### src/rtl/fifo_pkg.sv
// Shared widths and types for the streaming FIFO and its RAM.
package fifo_pkg;

    localparam int unsigned FIFO_DW    = 16;
    localparam int unsigned FIFO_AW    = 5;
    localparam int unsigned FIFO_DEPTH = 1 << FIFO_AW;

    typedef logic [FIFO_AW-1:0] ptr_t;
    typedef logic [FIFO_AW:0]   cnt_t;
    typedef logic [FIFO_DW-1:0] word_t;

    localparam cnt_t DEPTH_CNT = cnt_t'(FIFO_DEPTH);

endpackage

### src/rtl/stream_fifo_32x16_if.sv
// Producer/consumer handshake bundle plus occupancy status of the FIFO.
interface stream_fifo_32x16_if
    import fifo_pkg::*;
();

    logic  in_valid;
    logic  in_ready;
    word_t in_data;
    logic  out_valid;
    logic  out_ready;
    word_t out_data;
    cnt_t  count;
    logic  full;
    logic  empty;

    // Environment side: drives producer data and consumer ready.
    modport master (
        output in_valid, in_data, out_ready,
        input  in_ready, out_valid, out_data, count, full, empty
    );

    // FIFO side.
    modport slave (
        input  in_valid, in_data, out_ready,
        output in_ready, out_valid, out_data, count, full, empty
    );

endinterface

### src/rtl/dpram_32x16.sv
// 32x16 dual-port RAM: synchronous write, one-cycle registered read that
// holds its output while rd is low. Reset clears only the output register.
module dpram_32x16
    import fifo_pkg::*;
(
    input  logic  clk,
    input  logic  rst,
    input  logic  wr,
    input  ptr_t  waddr,
    input  word_t d_in,
    input  logic  rd,
    input  ptr_t  raddr,
    output word_t d_out
);

    word_t mem [FIFO_DEPTH];

    // Array write; contents are undefined after reset.
    always_ff @(posedge clk) begin
        if (wr) begin
            mem[waddr] <= d_in;
        end
    end

    // Registered read port, holds value when no read is issued.
    always_ff @(posedge clk or posedge rst) begin
        if (rst) begin
            d_out <= '0;
        end else if (rd) begin
            d_out <= mem[raddr];
        end
    end

endmodule

### src/rtl/stream_fifo_32x16.sv
// First-word-fall-through FIFO around dpram_32x16. The head word lives in the
// RAM's read register; ram_cnt tracks words still in the array behind it.
module stream_fifo_32x16
    import fifo_pkg::*;
(
    input logic                clk,
    input logic                rst,
    stream_fifo_32x16_if.slave bus
);

    ptr_t  wptr_q, wptr_d;
    ptr_t  rptr_q, rptr_d;
    cnt_t  ram_cnt_q, ram_cnt_d;
    logic  out_valid_q, out_valid_d;
    logic  push, fetch;
    cnt_t  count;
    word_t rd_data;

    // Status is derived from registers only, so in_ready never sees out_ready.
    assign count        = ram_cnt_q + cnt_t'(out_valid_q);
    assign bus.count    = count;
    assign bus.full     = (count == DEPTH_CNT);
    assign bus.empty    = (count == '0);
    assign bus.in_ready = (count < DEPTH_CNT);
    assign bus.out_valid = out_valid_q;
    assign bus.out_data  = rd_data;

    assign push  = bus.in_valid && bus.in_ready;
    // A word written this edge is not yet counted, so same-address
    // read/write can never coincide.
    assign fetch = (ram_cnt_q != '0) && (!out_valid_q || bus.out_ready);

    // Next-state for pointers, RAM occupancy and head-valid flag.
    always_comb begin
        wptr_d      = wptr_q;
        rptr_d      = rptr_q;
        out_valid_d = out_valid_q;
        ram_cnt_d   = ram_cnt_q + cnt_t'(push) - cnt_t'(fetch);
        if (push) begin
            wptr_d = wptr_q + ptr_t'(1);
        end
        if (fetch) begin
            rptr_d      = rptr_q + ptr_t'(1);
            out_valid_d = 1'b1;
        end else if (out_valid_q && bus.out_ready) begin
            out_valid_d = 1'b0;
        end
    end

    // Control state registers.
    always_ff @(posedge clk or posedge rst) begin
        if (rst) begin
            wptr_q      <= '0;
            rptr_q      <= '0;
            ram_cnt_q   <= '0;
            out_valid_q <= 1'b0;
        end else begin
            wptr_q      <= wptr_d;
            rptr_q      <= rptr_d;
            ram_cnt_q   <= ram_cnt_d;
            out_valid_q <= out_valid_d;
        end
    end

    dpram_32x16 u_ram (
        .clk   (clk),
        .rst   (rst),
        .wr    (push),
        .waddr (wptr_q),
        .d_in  (bus.in_data),
        .rd    (fetch),
        .raddr (rptr_q),
        .d_out (rd_data)
    );

endmodule

### src/flat_wrapper.sv
// flat-port wrapper written by rule: the top's interface ports become plain ports
module stream_fifo_32x16_flat import fifo_pkg::*;
  (clk, rst, bus_in_valid, bus_in_data, bus_out_ready, bus_in_ready, bus_out_valid, bus_out_data, bus_count, bus_full, bus_empty);
  stream_fifo_32x16_if bus_i ();
  input logic clk;
  input logic rst;
  input wire logic [$bits(bus_i.in_valid)-1:0] bus_in_valid;
  input wire logic [$bits(bus_i.in_data)-1:0] bus_in_data;
  input wire logic [$bits(bus_i.out_ready)-1:0] bus_out_ready;
  output wire logic [$bits(bus_i.in_ready)-1:0] bus_in_ready;
  output wire logic [$bits(bus_i.out_valid)-1:0] bus_out_valid;
  output wire logic [$bits(bus_i.out_data)-1:0] bus_out_data;
  output wire logic [$bits(bus_i.count)-1:0] bus_count;
  output wire logic [$bits(bus_i.full)-1:0] bus_full;
  output wire logic [$bits(bus_i.empty)-1:0] bus_empty;
  assign bus_i.in_valid = bus_in_valid;
  assign bus_i.in_data = bus_in_data;
  assign bus_i.out_ready = bus_out_ready;
  assign bus_in_ready = bus_i.in_ready;
  assign bus_out_valid = bus_i.out_valid;
  assign bus_out_data = bus_i.out_data;
  assign bus_count = bus_i.count;
  assign bus_full = bus_i.full;
  assign bus_empty = bus_i.empty;
  stream_fifo_32x16 u_core (.clk(clk), .rst(rst), .bus(bus_i));
endmodule
### config.mk
export PLATFORM = sky130hd
export DESIGN_NAME = stream_fifo_32x16_flat
export DESIGN_NICKNAME = d
export VERILOG_FILES = /design/src/rtl/fifo_pkg.sv /design/src/rtl/stream_fifo_32x16_if.sv /design/src/rtl/dpram_32x16.sv /design/src/rtl/stream_fifo_32x16.sv /design/src/flat_wrapper.sv
export SDC_FILE = /design/constraint.sdc
export NUM_CORES = 1
export LEC_CHECK = 0
export CAP_MARGIN = 20
export CORE_ASPECT_RATIO = 0.7
export CORE_UTILIZATION = 36
export DETAILED_ROUTE_END_ITERATION = 7
export GPL_ROUTABILITY_DRIVEN = 1
export PLACE_DENSITY = 0.5
export SLEW_MARGIN = 20
export SYNTH_ARGS = -nofsm -noshare
export SYNTH_HDL_FRONTEND = slang
export SYNTH_HIERARCHICAL = 1
export SYNTH_SLANG_ARGS = --single-unit
### constraint.sdc
create_clock -name clk -period 7.7 [get_ports clk]
set_clock_uncertainty 0.05 [all_clocks]
set_input_delay 1.155 -clock clk [delete_from_list [all_inputs] [get_ports clk]]
set_output_delay 1.155 -clock clk [all_outputs]
set_load 0.05 [all_outputs]
* After elaboration in Yosys (flattened, before gate mapping)
Memory sizes are Yosys's and may differ from the RTL's. A register that Yosys moved wholly into a read port is not among the register bits.
Index checks and enable logic that the tools add are counted.
** Word-level totals
- Register bits after elaboration :: 17
- Memory bits (writable) :: 512
- Output and inout bits :: 26
- Memories kept :: 1
** Memories
- u_core.u_ram.mem :: depth 32, bits a word 16, rd ports 1, clocked after memory_dff 1, write ports 1, RTL line dpram_32x16.sv:16 : word_t mem [FIFO_DEPTH];
** Cells by class
- Add/subtract/negate cells :: 5
- Magnitude comparators :: 1
- Equal/unequal tests :: 1
- Mux-type cells :: 4
- Reductions and logical operators :: 8
** Operator list (count)
- adder 6 x 1 -> 6 bit :: 2
- adder 5 x 1 -> 5 bit, second input constant :: 2
- == test 6 bit, second input constant :: 1
- zero test 6 bit :: 1
- less-than comparator 6 bit, second input constant :: 1
- nonzero test 6 bit :: 1
- subtractor 6 x 1 -> 6 bit :: 1
- 2-to-1 mux 1 bit :: 4
- logical AND 1 bit :: 3
- nonzero test 2 bit :: 1
- zero test 1 bit :: 1
- logical OR 1 bit :: 1

* Depth between registers and ports, before layout
Gate-level depths: netlist of the first run.
- Word-level depth :: 5
- Mapped depth :: 11
- Depth with buffers taken out :: 11

* Hierarchy
Netlist of the first run, hierarchy kept.
** Modules (own cells, without submodules)
- dpram_32x16 :: instances 1, cells each 1128, area each 20616.0 µm²
- stream_fifo_32x16 :: instances 1, cells each 92, area each 1013.5 µm²

* Worst setup path before layout of the first run
OpenSTA, ideal clock, no wires.
- Path kind :: register to output
- From :: register u_core.out_valid_q, in the netlist u_core/bus.out_valid
- To :: output port bus_empty
- Arrival time :: 2.795 ns
- Data required time :: 6.495 ns
- Slack :: 3.700 ns
- Cell stages (with the launch flop) :: 7
- Cell sequence :: dfrtp_1 > ha_1 > ha_1 > xor2_1 > or3_1 > or3_1 > nor2_1
** Between the ends
- Longest elaborated chain between the ends :: 2
** Ends and longest elaborated chain
- start, declared :: RTL line stream_fifo_32x16.sv:14 : logic out_valid_q, out_valid_d;
- start signal, assigned :: RTL line stream_fifo_32x16.sv:61 : out_valid_q <= out_valid_d;
- adder 6 x 1 -> 6 bit :: RTL line stream_fifo_32x16.sv:20 : assign count = ram_cnt_q + cnt_t'(out_valid_q);
- named net bus_count[2] :: RTL line flat_wrapper.sv:13 : output wire logic [$bits(bus_i.count)-1:0] bus_count;
- zero test 6 bit :: RTL line stream_fifo_32x16.sv:23 : assign bus.empty = (count == '0);
- end, declared :: RTL line flat_wrapper.sv:15 : output wire logic [$bits(bus_i.empty)-1:0] bus_empty;
The timed path passes the listed nets, and every way through them passes these cells.

* Worst setup path after layout of the first run
- From :: register u_core.out_valid_q, in the netlist u_core/bus.out_valid
- To :: output port bus_full
** Between the ends
- Longest elaborated chain between the ends :: 2
** Ends and longest elaborated chain
- adder 6 x 1 -> 6 bit :: RTL line stream_fifo_32x16.sv:20
- == test 6 bit :: RTL line stream_fifo_32x16.sv:22 : assign bus.full = (count == DEPTH_CNT);
- end, declared :: RTL line flat_wrapper.sv:14 : output wire logic [$bits(bus_i.full)-1:0] bus_full;
Every way passes these cells.

==> metrics.txt, run 1 <==
mux cell area share after synthesis=12.80%; VDD IR max=0.2491 mV; Crit path arrival time=3.19 ns; CP startpoint kind=flip-flop; setup TNS=0 ns; Hold Path Cell Cnt=1; DR iter-0 viols=1161; die area=0.06108 mm^2; Mapped Cells=1220; num rows=74; first-pass GRT wire length=81570 um; TritonCTS clock tree=yes; relative slew slack=25.84%; Yosys warning total=6; FF-to-FF End=u_core/u_ram/mem[25][3]; RR Startpoint=u_core/bus.out_valid; post-route setup slack=3.308 ns; proportion of layout cells with a drive suffix above 1=12.59%; Leakage=8.316 nW; worst skew pair latency=0.58 ns; Post-Synth Simple-Gate Area=2.100%; crit path kind=flip-flop to primary output; crit share post-route=57.04%; Unique masters post-synth=42; Final Setup Violations=0; clk sinks=545; Slew Viols, Final=0; Post-synth EDFFs=512; Die Wd=295.0 um; IO Port Bufs=45; number of synthesized register bits=545; DP HPWL=35820 um; pre-CTS setup slack=3.405 ns; vias in the first global route=10.64k; status=finished, final reports clean; via count=11.34k; synthesized area per cell=17.73 um^2; Setup crit end kind=primary output; GRT overflow=0; Total Wirelength=58580 um; Post-DRT Antenna Nets=0; Max-Cap Viols=0; gr usage total=19.04%; final hold vios=0; Post-Synth XOR/XNOR Area=0.6826%; worst-path maximum fanout=4; worst reg2reg setup slack=4.02 ns; final net count=1301; post-CTS setup buffer count=0; CTS root buffer=clkbuf_16; H-tree Lvls=2; Worst-Margin Slew=1.109 ns; largest net degree at the start of global routing=109; largest family of logic cells by synthesized area=multiplexers; drt pass-1 iters=7; Synthesized Nets=1256; CTS resizes=0; chip height=207.1 um; Hold Path Origin=u_core/u_ram/d_out[1]; Top FF cell, synth=edfxtp_1; Register-to-Register Path Depth=7; Seq/Total Area, Yosys=74.90%; Synth Cell Area=0.02163 mm^2; Worst Hold End=u_core/u_ram/d_out[1]; hold_buf cts=0; Pwr Density=374.5 mW/mm^2; I/O pin count=46; Worst EP required=6.49 ns; layout overhead on the synthesized area=12.76%; post-detailed-route wirelength per cell=27.83 um; vias per cell=5.385; Max Freq=0.2277 GHz; filler instances=5290; DRC=0; RSZ-0062 raised after global routing=no; asr flop ratio synth=6.055%; antenna violations before repair=2; Post-Synth Adder-Cell Area=0.9603%; Max clock buf depth=3; fraction of the mapped netlist area in compound gates=6.184%; clock slew at reported path FFs=0.06 ns; Num CTS Buffers=52; core footprint=0.05889 mm^2; Starting Density=36.73%; min-delay worst type=flip-flop to flip-flop; Period minus WS final=4.392 ns; placer congestion estimate=0.8327
cell type report:
| class | instances | area, um^2 | area share, % |
|---|---|---|---|
| Sequential cell | 545 | 16200 | 66.44 |
| Multi-Input combinational cell | 595 | 5012 | 20.55 |
| Clock buffer | 65 | 1401 | 5.746 |
| Tap cell | 798 | 998.5 | 4.094 |
| Timing Repair Buffer | 57 | 473.0 | 1.939 |
| Clock inverter | 27 | 237.7 | 0.9747 |
| Inverter | 14 | 52.55 | 0.2155 |
| Antenna cell | 4 | 10.01 | 0.04104 |
registers in the layout, summed over array words and instances (netlist names):
name,cells
u_core/u_ram/mem,512
u_core/rptr_q,5
u_core/wptr_q,5
u_core/u_ram/d_out,16
u_core/bus.out_valid,1
u_core/ram_cnt_q,6
how the worst max path moves through the flow:
stage / start / slack (ns) / end / cells after the start
floorplan: u_core/bus.out_valid / 3.70 / bus_empty / 6
global placement: bus_in_valid / 3.53 / u_core/u_ram/mem[18][6] / 5
detailed placement: bus_in_valid / 3.41 / u_core/u_ram/mem[25][3] / 5
CTS: u_core/bus.out_valid / 3.27 / bus_full / 7
global route: u_core/bus.out_valid / 3.13 / bus_full / 7
finish: u_core/bus.out_valid / 3.31 / bus_full / 7
logic make-up (layout without fill, tap and decap cells):
kind of cell	after synthesis	in the layout
simple gates	88	88
flops	545	545
buf+inv	80	163
fa+ha+maj	16	16
mux	274	274
xor+xnor	16	16
other cells	0	4
compound gates	201	201
cells in the mapped netlist (all sizes together) (2+ instances only):
cell | count | area share [%]
nand3 | 4 | 0.093
xnor2 | 8 | 0.36
a22oi | 128 | 4.4
edfxtp | 512 | 71
or3 | 3 | 0.087
nand2b | 2 | 0.058
clkbuf | 15 | 0.28
a21oi | 68 | 1.6
dfrtp | 33 | 3.8
nand2 | 8 | 0.14
or3b | 3 | 0.12
inv | 14 | 0.24
nand4 | 2 | 0.058
nand3b | 5 | 0.17
nor2b | 2 | 0.058
buf | 51 | 1.8
mux2 | 18 | 0.95
mux2i | 256 | 12
o21ai | 2 | 0.046
nor4 | 16 | 0.46
xor2 | 8 | 0.32
nor2 | 38 | 0.66
ha | 15 | 0.87
per-stage QoR:
stage | cell area, um^2 | util, % | hold slack, ns | power, mW | instances
2_1_floorplan | 21630 | - | 0.4390 | 5.674 | 1220
3_3_place_gp | 22740 | 38.62 | 0.4429 | 6.656 | 2009
3_5_place_dp | 22740 | 38.62 | 0.4455 | 6.659 | 2009
4_1_cts | 24380 | 41.40 | 0.4656 | 9.153 | 2101
5_1_grt | 24380 | 41.40 | 0.4842 | 9.477 | 2101
6_report | 24390 | 41.42 | 0.4604 | 9.134 | 2105
power by group:
part	internal, mW	leakage [nW]	switching, mW
sequential	3.44	4.98	0.168
clock	1.42	0.807	1.07
combinational	1.02	2.53	2.02
worst max-delay path: stages, from the launching register on:
cell and delay, ns:
dfrtp_1 0.42, ha_1 0.25, ha_1 0.21, xor2_1 0.17, or3_1 0.32, or3_1 0.33, nor2_1 0.10, clkdlybuf4s50_1 0.80
metal layers:
metal / up-vias / track usage (%) / wire length (um)
met3: 50 / 5.397 / 5248
met1: 5919 / 30.68 / 28890
met2: 421 / 25.38 / 23770
li1: 4944 / - / -
met4: 2 / 2.892 / 654
met5: - / 0 / 13
placed cells by master (no fill, tap or decap), types with 4 or more instances in the layout:
master / count
edfxtp_1: 512
mux2i_1: 256
a22oi_1: 128
a21oi_1: 67
clkbuf_16: 53
dfrtp_1: 32
clkdlybuf4s50_1: 29
nor2_2: 29
mux2_2: 17
buf_2: 16
nor4_1: 16
ha_1: 15
inv_1: 13
clkinv_2: 11
buf_4: 11
clkbuf_1: 9
clkinv_1: 8
nand2_1: 8
nor2_1: 8
xor2_1: 8
xnor2_1: 7
nand3b_1: 5
diode_2: 4
bufinv_16: 4
nand3_1: 4
Power figures use the tool's default switching activity.
==> inputs of run 2 (changes only) <==
- PLACE_DENSITY: 0.5 -> 0.52
- clock period: 7.7 -> 3.95 ns (I/O delays scaled with it)
==> metrics.txt, run 2 (same netlist as run 1, synthesis figures left out) <==
I/O pin count=46 (unchanged); register name with the most flops=u_core/u_ram/mem (unchanged); most common cell after layout, fill and taps aside=edfxtp_1 (unchanged); clock slew at reported path FFs=0.06 ns (about the same); core footprint=0.05889 mm^2 (unchanged); status=finished, final reports clean (unchanged); Max-Cap Viols=0 (unchanged); Final Setup Violations=0 (unchanged); crit share post-route=96.01%; chip height=207.1 um (unchanged); Leakage=8.700 nW (was 8.316 nW); Pwr Density=707.0 mW/mm^2 (was 374.5 mW/mm^2); VDD IR max=0.5082 mV (was 0.2491 mV); setup TNS=0 ns (unchanged); Max clock buf depth=3 (unchanged); clk sinks=545 (unchanged); post-detailed-route wirelength per cell=24.53 um (was 27.83 um); Slowest cell on crit path=clkdlybuf4s50_1 (unchanged); pre-CTS setup slack=0.7300 ns (was 3.405 ns); CP max stage delay=0.80 ns (about the same); Setup crit end kind=primary output (unchanged); layout overhead on the synthesized area=15.72% (was 12.76%); DP HPWL=31940 um (was 35820 um); Max Freq=0.2637 GHz; min-delay worst type=flip-flop to flip-flop (unchanged); Worst EP required=3.31 ns (was 6.49 ns); proportion of layout cells with a drive suffix above 1=14.95% (was 12.59%); CP Cell Sequence=ha_1 -> ha_1 -> xor2_1 -> or3_1 -> or3_1 -> nor2_1 -> clkdlybuf4s50_1 (unchanged); vias per cell=5.145 (was 5.385); vias in the first global route=11.07k (was 10.64k); RSZ-0062 raised after global routing=no (unchanged); Slew Viols, Final=0 (unchanged); worst-path maximum fanout=4 (unchanged); Num CTS Buffers=51 (was 52); DRC=0 (unchanged); DR iter-0 viols=1027 (was 1161); final net count=1369 (was 1301); GRT overflow=0 (unchanged); CP startpoint kind=flip-flop (unchanged); via count=11.17k (was 11.34k); post-route setup slack=0.1578 ns (was 3.308 ns); Non-Filler Instances=2171 (was 2105); Worst-Margin Slew=0.9228 ns (was 1.109 ns); first-pass GRT wire length=77430 um (was 81570 um); Die Wd=295.0 um (unchanged); filler instances=5244 (was 5290); Period minus WS final=3.792 ns; Core Util, Final=42.51% (was 41.42%); max reg flops=512 (unchanged); final hold vios=0 (unchanged); Post-DRT Antenna Nets=0 (unchanged); placer congestion estimate=0.8064 (was 0.8327); TritonCTS clock tree=yes (unchanged); Top Registers=u_core/u_ram/mem (512), u_core/u_ram/d_out (16), u_core/ram_cnt_q (6) (unchanged); num rows=74 (unchanged); antenna violations before repair=2 (unchanged); CTS root buffer=clkbuf_16 (unchanged); die area=0.06108 mm^2 (unchanged); Placed Cells=2078 (was 2009); relative slew slack=38.41% (was 25.84%); Total Wirelength=53260 um (was 58580 um); most frequent cells in the layout=512 x edfxtp_1, 256 x mux2i_1, 128 x a22oi_1 (unchanged); H-tree Lvls=2 (unchanged); gr usage total=17.50% (was 19.04%); crit path kind=flip-flop to primary output (unchanged); IO Port Bufs=45 (unchanged); worst skew pair latency=0.57 ns (was 0.58 ns); Starting Density=36.73% (unchanged); post-CTS setup buffer count=0 (unchanged); Crit path arrival time=3.15 ns (was 3.19 ns); largest net degree at the start of global routing=54 (was 109); drt pass-1 iters=6 (was 7)
run 2: cell types whose count changed in the layout (fill, tap and decap cells not counted), moves of 2 or more:
cell	delta
buf_2	-16
inv_6	-2
clkinv_1	+4
buf_4	+61
buf_12	+8
clkbuf_8	+3
diode_2	-2
nor2_1	+7
clkdlybuf4s50_1	+15
clkinv_2	-5
nor2_2	-7
bufinv_16	-2
run 2: critical path, delay by kind of cell (launching register included):
| family | cells | cell delay, ns |
|---|---|---|
| buffers and inverters | 1 | 0.80 |
| XOR/XNOR | 1 | 0.18 |
| AND/OR/NAND/NOR | 3 | 0.73 |
| adder cells (fa/ha/maj) | 2 | 0.45 |
| flip-flops | 1 | 0.41 |
run 2: per-layer routing:
layer,vias to the layer above,track usage [%],part of all wire [%]
met1,5754,28.06,50
met5,-,0,0
li1,5070,-,-
met2,287,24.59,42
met3,59,3.112,6.1
met4,0,3.341,1.4
run 2: path summary, 6_finish.rpt:
path / start / endpoint / slack (ns) / cells past startpoint
worst max-delay path: u_core/bus.out_valid / bus_full / 0.16 / 7
worst min register to register: u_core/u_ram/d_out[6] / u_core/u_ram/d_out[6] / 0.46 / 1
max in group asynchronous: rst / u_core/rptr_q[0] / 2.66 / 2
worst max register to register: u_core/ram_cnt_q[2] / u_core/ram_cnt_q[4] / 1.05 / 11
worst min-delay path: u_core/u_ram/d_out[6] / u_core/u_ram/d_out[6] / 0.46 / 1
min in group asynchronous: rst / u_core/u_ram/d_out[13] / 0.47 / 2
run 2: through the flow:
step	hold slack (ns)	instance area, um^2	total power, mW
floorplan	0.4390	21630	11.06
global placement	0.4391	23420	13.06
detailed placement	0.4484	23420	13.11
CTS	0.4650	25020	17.85
global route	0.4783	25030	18.45
finish	0.4596	25030	17.70
run 2: cell type report:
class                           count  area (um^2)  share of cell area (%)
Clock buffer                       68         1443                   5.764
Tap cell                          798        998.5                   3.989
Timing Repair Buffer              126         1174                   4.689
Sequential cell                   545        16200                   64.74
Multi-Input combinational cell    595         4995                   19.95
Clock inverter                     23        158.9                  0.6348
Inverter                           14        52.55                  0.2099
Antenna cell                        2        5.005                 0.01999
run 2: power by group:
group	internal, mW	leakage, nW	switching [mW]
Combinational	2.24	2.94	3.72
Sequential	6.69	4.98	0.295
Clock	2.68	0.782	2.07
Total	11.6	8.70	6.09
run 2: repair_timing:
action,in CTS,in global routing
resized for setup,0,1
hold buffers,0,0
setup endpoints to repair,0,1
endpoints found under the hold margin,0,0
==> inputs of run 3 (changes only) <==
- ABC_CLOCK_PERIOD_IN_PS: not set -> 3950
- HOLD_SLACK_MARGIN: not set -> 0.08
==> results of run 3 <==
Final layout, timing and power as in run 2 (identical DEF).
